==> config.mk <==
export PLATFORM = sky130hd
export DESIGN_NAME = boxcar_decimator
export DESIGN_NICKNAME = d
export VERILOG_FILES = /design/src/rtl/boxcar_decimator_pkg.sv /design/src/rtl/boxcar_decimator_output_holdoff_reg.sv /design/src/rtl/boxcar_decimator.sv
export SDC_FILE = /design/constraint.sdc
export NUM_CORES = 1
export LEC_CHECK = 0
export CORE_MARGIN = 2
export CORE_UTILIZATION = 54
export CTS_CLUSTER_DIAMETER = 60
export CTS_CLUSTER_SIZE = 16
export DETAILED_ROUTE_END_ITERATION = 7
export HOLD_SLACK_MARGIN = 0.06
export PLACE_DENSITY_LB_ADDON = 0.08
export SLEW_MARGIN = 20
export SYNTH_ARGS = -nofsm -noshare
export SYNTH_HDL_FRONTEND = slang
export SYNTH_SLANG_ARGS = --single-unit
export TNS_END_PERCENT = 50
==> constraint.sdc <==
create_clock -name clk_i -period 4.55 [get_ports clk_i]
set_input_delay 1.1375 -clock clk_i [delete_from_list [all_inputs] [get_ports clk_i]]
set_output_delay 1.1375 -clock clk_i [all_outputs]
set_load 0.02 [all_outputs]
==> src/rtl/boxcar_decimator_pkg.sv <==
// rtl/boxcar_decimator_pkg.sv - shared width derivations for the pt_feedback conditioning chain
package boxcar_decimator_pkg;

   localparam int DEF_INPUT_WIDTH    = 14;
   localparam int DEF_OUTPUT_WIDTH   = 17;
   localparam int DEF_MAX_LOG2_RATIO = 8;

   function automatic int acc_width(input int input_width, input int max_log2_ratio);
      return input_width + max_log2_ratio;
   endfunction

   function automatic int gain_shift(input int output_width, input int input_width);
      return output_width - input_width;
   endfunction

   // Width of the log2-ratio control, sized to hold every legal L after clamping.
   function automatic int ratio_width(input int max_log2_ratio);
      return (max_log2_ratio < 1) ? 1 : $clog2(max_log2_ratio + 1);
   endfunction

endpackage

==> src/rtl/boxcar_decimator_output_holdoff_reg.sv <==
// rtl/boxcar_decimator_output_holdoff_reg.sv - busy-gated result holding register with guard cycle
module output_holdoff_reg
   import boxcar_decimator_pkg::*;
#(
   parameter int WIDTH = DEF_OUTPUT_WIDTH
) (
   input  logic                    clk_i,
   input  logic                    clear_i,
   input  logic                    load_i,
   input  logic signed [WIDTH-1:0] load_data_i,
   input  logic                    busy_i,
   output logic signed [WIDTH-1:0] data_o,
   output logic                    valid_o,
   output logic                    overrun_o
);

   logic                    pending;
   logic signed [WIDTH-1:0] pending_data;
   logic                    issue;

   // A strobe is never followed directly by another, giving the consumer time to raise busy.
   assign issue = pending && !busy_i && !valid_o;

   always_ff @(posedge clk_i) begin
      if (clear_i) begin
         pending      <= 1'b0;
         pending_data <= '0;
         data_o       <= '0;
         valid_o      <= 1'b0;
         overrun_o    <= 1'b0;
      end else begin
         valid_o <= issue;
         if (issue) begin
            data_o <= pending_data;
         end
         if (load_i) begin
            pending      <= 1'b1;
            pending_data <= load_data_i;
            if (pending && !issue) begin
               overrun_o <= 1'b1;
            end
         end else if (issue) begin
            pending <= 1'b0;
         end
      end
   end

endmodule

==> src/rtl/boxcar_decimator.sv <==
// rtl/boxcar_decimator.sv - run-time selectable 2^L boxcar average feeding the biquad chain
module boxcar_decimator
   import boxcar_decimator_pkg::*;
#(
   parameter int INPUT_WIDTH    = DEF_INPUT_WIDTH,
   parameter int OUTPUT_WIDTH   = DEF_OUTPUT_WIDTH,
   parameter int MAX_LOG2_RATIO = DEF_MAX_LOG2_RATIO
) (
   input  logic                                   clk_i,
   input  logic                                   rst_i,
   input  logic                                   reinit_i,
   input  logic signed [INPUT_WIDTH-1:0]          data_i,
   input  logic                                   data_valid_i,
   input  logic [ratio_width(MAX_LOG2_RATIO)-1:0] log2_ratio_i,
   input  logic                                   downstream_busy_i,
   output logic signed [OUTPUT_WIDTH-1:0]         data_o,
   output logic                                   data_valid_o,
   output logic                                   overrun_o
);

   localparam int ACC_WIDTH = acc_width(INPUT_WIDTH, MAX_LOG2_RATIO);
   localparam int G         = gain_shift(OUTPUT_WIDTH, INPUT_WIDTH);
   localparam int RW        = ratio_width(MAX_LOG2_RATIO);
   localparam int CNT_W     = (MAX_LOG2_RATIO > 0) ? MAX_LOG2_RATIO : 1;
   localparam int WIDE_W    = ACC_WIDTH + G;

   logic                           clear;
   logic [RW-1:0]                  ratio_req;
   logic [RW-1:0]                  l_q;
   logic [RW-1:0]                  l_eff;
   logic [CNT_W-1:0]               cnt;
   logic [CNT_W:0]                 cnt_last;
   logic                           block_done;
   logic signed [ACC_WIDTH-1:0]    acc;
   logic signed [ACC_WIDTH-1:0]    sum;
   logic signed [WIDE_W-1:0]       wide;
   logic signed [WIDE_W-1:0]       shifted;
   logic signed [OUTPUT_WIDTH-1:0] result;

   assign clear     = rst_i || reinit_i;
   assign ratio_req = (log2_ratio_i > RW'(MAX_LOG2_RATIO)) ? RW'(MAX_LOG2_RATIO) : log2_ratio_i;

   // The first sample of a block uses the live request; later samples use the latched L.
   assign l_eff      = (cnt == '0) ? ratio_req : l_q;
   assign cnt_last   = (CNT_W+1)'((32'd1 << l_eff) - 32'd1);
   assign block_done = data_valid_i && ({1'b0, cnt} == cnt_last);

   assign sum     = acc + ACC_WIDTH'(data_i);
   assign wide    = WIDE_W'(sum) <<< G;
   assign shifted = wide >>> l_eff;
   assign result  = shifted[OUTPUT_WIDTH-1:0];

   always_ff @(posedge clk_i) begin
      if (clear) begin
         acc <= '0;
         cnt <= '0;
         l_q <= '0;
      end else if (data_valid_i) begin
         if (cnt == '0) begin
            l_q <= ratio_req;
         end
         if (block_done) begin
            acc <= '0;
            cnt <= '0;
         end else begin
            acc <= sum;
            cnt <= cnt + CNT_W'(1);
         end
      end
   end

   output_holdoff_reg #(
      .WIDTH(OUTPUT_WIDTH)
   ) u_holdoff (
      .clk_i      (clk_i),
      .clear_i    (clear),
      .load_i     (block_done),
      .load_data_i(result),
      .busy_i     (downstream_busy_i),
      .data_o     (data_o),
      .valid_o    (data_valid_o),
      .overrun_o  (overrun_o)
   );

endmodule

==> metrics.yaml <==
die_w_um: 106
worstSetupPathType: "input port to flip-flop"
skew_ns: 0.0241
drt-pass1-iter-count: 7
endpoint_kind: "flip-flop"
tns_ns: 0
ys_warn_count: 0
drtIter0Drc: 516
wl_um: 17000
vias: 6082
cp_cell_sequence: "clkdlybuf4s50_1 -> buf_4 -> and3_1 -> a21o_1 -> nor2_1 -> nand2_1 -> ha_1 -> buf_4 -> inv_1 -> nor2_1 -> o311ai_0 -> o211ai_1 -> a2111oi_4 -> o211ai_2 -> a2111oi_1 -> buf_4 -> nor3_1"
syn_area_per_cell_um2: 7.55
yosysTopAreaCellShare_pct: 25.3
critPathArrivalTime_ns: 4.55
critPathTopFamily: "compound AO/OA/AOI/OAI gates"
yosysUniqueCellTypes: 77
postCtsSetupBuffers: 0
cts_buffers: 9
wl_per_cell_um: 17.8
grt_setup_unrepaired: "no"
max-slew-margin-rel_pct: 28.2
status: "finished clean"
start_util_pct: 55.0
synthTopCellsByArea: "dfxtp_1 (25%), a21oi_1 (8.0%), nand2_1 (5.9%)"
fmax_ghz: 0.232
path_buf_inv: 5
multiInputGateArea_um2: 3910
final-seq-area_um2: 1420
hold_path.class: "flip-flop to flip-flop"
worstMarginPinSlew_ns: 1.08
fill_cells: 907
clk_transition_reported_paths_ns: 0.09
dr_wl_met3_um: 1280
cts.sinks: 71
drive_gt1_share_pct: 14.8
synth-edff-count: 0
ys_ff_latch: 71
antennaDiodeCount: 0
layout.cells.non_filler: 953
fin_nets: 860
cpPeakStageDelay_ns: 0.51
finalCriticalPeriod_ns: 4.30
power_density_nw_per_um2: 255
cp_common_cell: "buf_4"
viasPerCell: 6.38
p_leak_nw: 2.58
htree_levels: 3
io_buffer_count: 41
grt_pass1_vias: 5699
syn-num-nets: 793
met1_length_um: 7170
cts_root_buffer: "clkbuf_8"
place_congestion: 1.02
power_mw: 1.69
grt_max_degree: 61
final_util_pct: 64.9
cp_slowest_cell: "a2111oi_1"
min_period_over_period_pct: 94.6
topRoutingLayerUsed: "met4"
die-area_um2: 11200
async_flop_share_pct: 0
yosysSeqAreaShare_pct: 25.3
clkLatencyLatePin_ns: 0.37
placed_cells: 937
dr_wl_met2_um: 8100
maxCapViolCount: 0
ctsHoldBuffers: 0
cp_max_fo: 7
gr-usage-all-layers_pct: 30.5
area_growth_pct: 18.1
gr-total-overflow: 0
ioPinCount: 42
clk_path_buf_depth: 2
core_um2: 10200
hold_violations: 0
final_cell_mix: "a21oi_1 (90), nand2_1 (88), dfxtp_1 (71)"
grt_pass1_wl_um: 27900
fp-row-count: 37
syn_area_um2: 5620
dp_hpwl_um: 12600
yosysTopAreaCell: "dfxtp_1"
slew_violations: 0
critPathRequiredTime_ns: 4.80
cts_tree: "yes"
antenna_found_initial: 0
synth_cells: 745
drc_errors: 0
ant_nets: 0
synthFlopType: "dfxtp_1"
cts_resized: 0
die_h_um: 106
whs_ns: 0.456
setup-violations-final: 0
peakVddDrop_uv: 178
layout_commonest_cell: "a21oi_1"
start_kind: "input port"
==> per-layer routing <==
layer  GRT usage, %  vias to the layer above
li1               -                     2898
met1           39.9                     2866
met2           50.8                      277
met3           5.27                       41
met4           10.3                        0
met5              0                        -
==> cells in the mapped netlist, drive strengths merged (4+ instances only) <==
cell type,count
a21oi,93
nand2,90
dfxtp,71
nor2,57
o21ai,36
clkbuf,35
nand3,35
nand2b,33
ha,24
nor3,21
buf,18
o211ai,18
a211oi,15
xnor2,14
mux2i,13
a21o,12
inv,11
xor2,11
mux2,10
a31oi,9
nand4,8
o21bai,7
or2,7
a22oi,6
nor4,6
or3,6
a221oi,5
and2,5
o221ai,5
or4b,5
a2111oi,4
o211a,4
o22ai,4
==> worst reg2reg max path: stages, from the launching register on <==
cell,delay [ns]
dfxtp_1,0.39
inv_1,0.08
ha_1,0.19
or4b_1,0.65
o21ai_0,0.28
o21ai_1,0.17
nor2_1,0.17
nand2_1,0.07
ha_1,0.27
buf_4,0.18
inv_1,0.08
nor2_1,0.04
o311ai_0,0.12
o211ai_1,0.21
a2111oi_4,0.25
o211ai_2,0.24
a2111oi_1,0.52
buf_4,0.19
nor3_1,0.04
==> flip-flops by register name (all words and copies together) (netlist names) <==
signal / count
u_holdoff.valid_o: 1
u_holdoff.data_o: 17
u_holdoff.pending_data: 17
l_q: 4
cnt: 8
acc: 22
u_holdoff.overrun_o: 1
u_holdoff.pending: 1
==> kinds of logic after synthesis <==
family	Yosys count	share of synthesized area (%)
simple gates	284	25.0
compound gates	251	29.7
flops	71	25.3
buf+inv	64	5.32
xor+xnor	25	3.89
mux	25	5.12
fa+ha+maj	25	5.70
==> per-stage QoR <==
stage / worst slack [ns] / cell area (um2)
6_report: 0.247 / 6640
3_3_place_gp: -0.0144 / 6450
4_1_cts: 0.191 / 6640
2_1_floorplan: 0.182 / 5620
5_1_grt: 0.0260 / 6640
3_5_place_dp: -0.177 / 6450
==> final cells by class <==
type,instances,area share [%]
flip-flops and latches,71,21.4
clock inverters,7,0.923
repair buffers,109,13.8
multi-input cells,610,58.8
well taps,136,2.56
clock buffers,9,1.86
inverters,11,0.622
==> worst paths after layout <==
kind	startpoint	end	slack (ns)	depth (start not counted)
worst max-delay path	log2_ratio_i[3]	u_holdoff.pending_data[14]$_SDFFE_PP0P_	0.25	17
worst min-delay path	u_holdoff.pending_data[2]$_SDFFE_PP0P_	u_holdoff.pending_data[2]$_SDFFE_PP0P_	0.46	2
worst max register to register	cnt[1]$_SDFFE_PP0P_	u_holdoff.pending_data[14]$_SDFFE_PP0P_	0.31	18
worst min register to register	u_holdoff.pending_data[2]$_SDFFE_PP0P_	u_holdoff.pending_data[2]$_SDFFE_PP0P_	0.46	2
==> where the power goes <==
part	switching, mW	total [mW]	internal [mW]
Sequential	0.00948	0.640	0.631
Clock	0.300	0.510	0.210
Combinational	0.310	0.541	0.232
No activity file was read; power rests on OpenSTA's default activity.
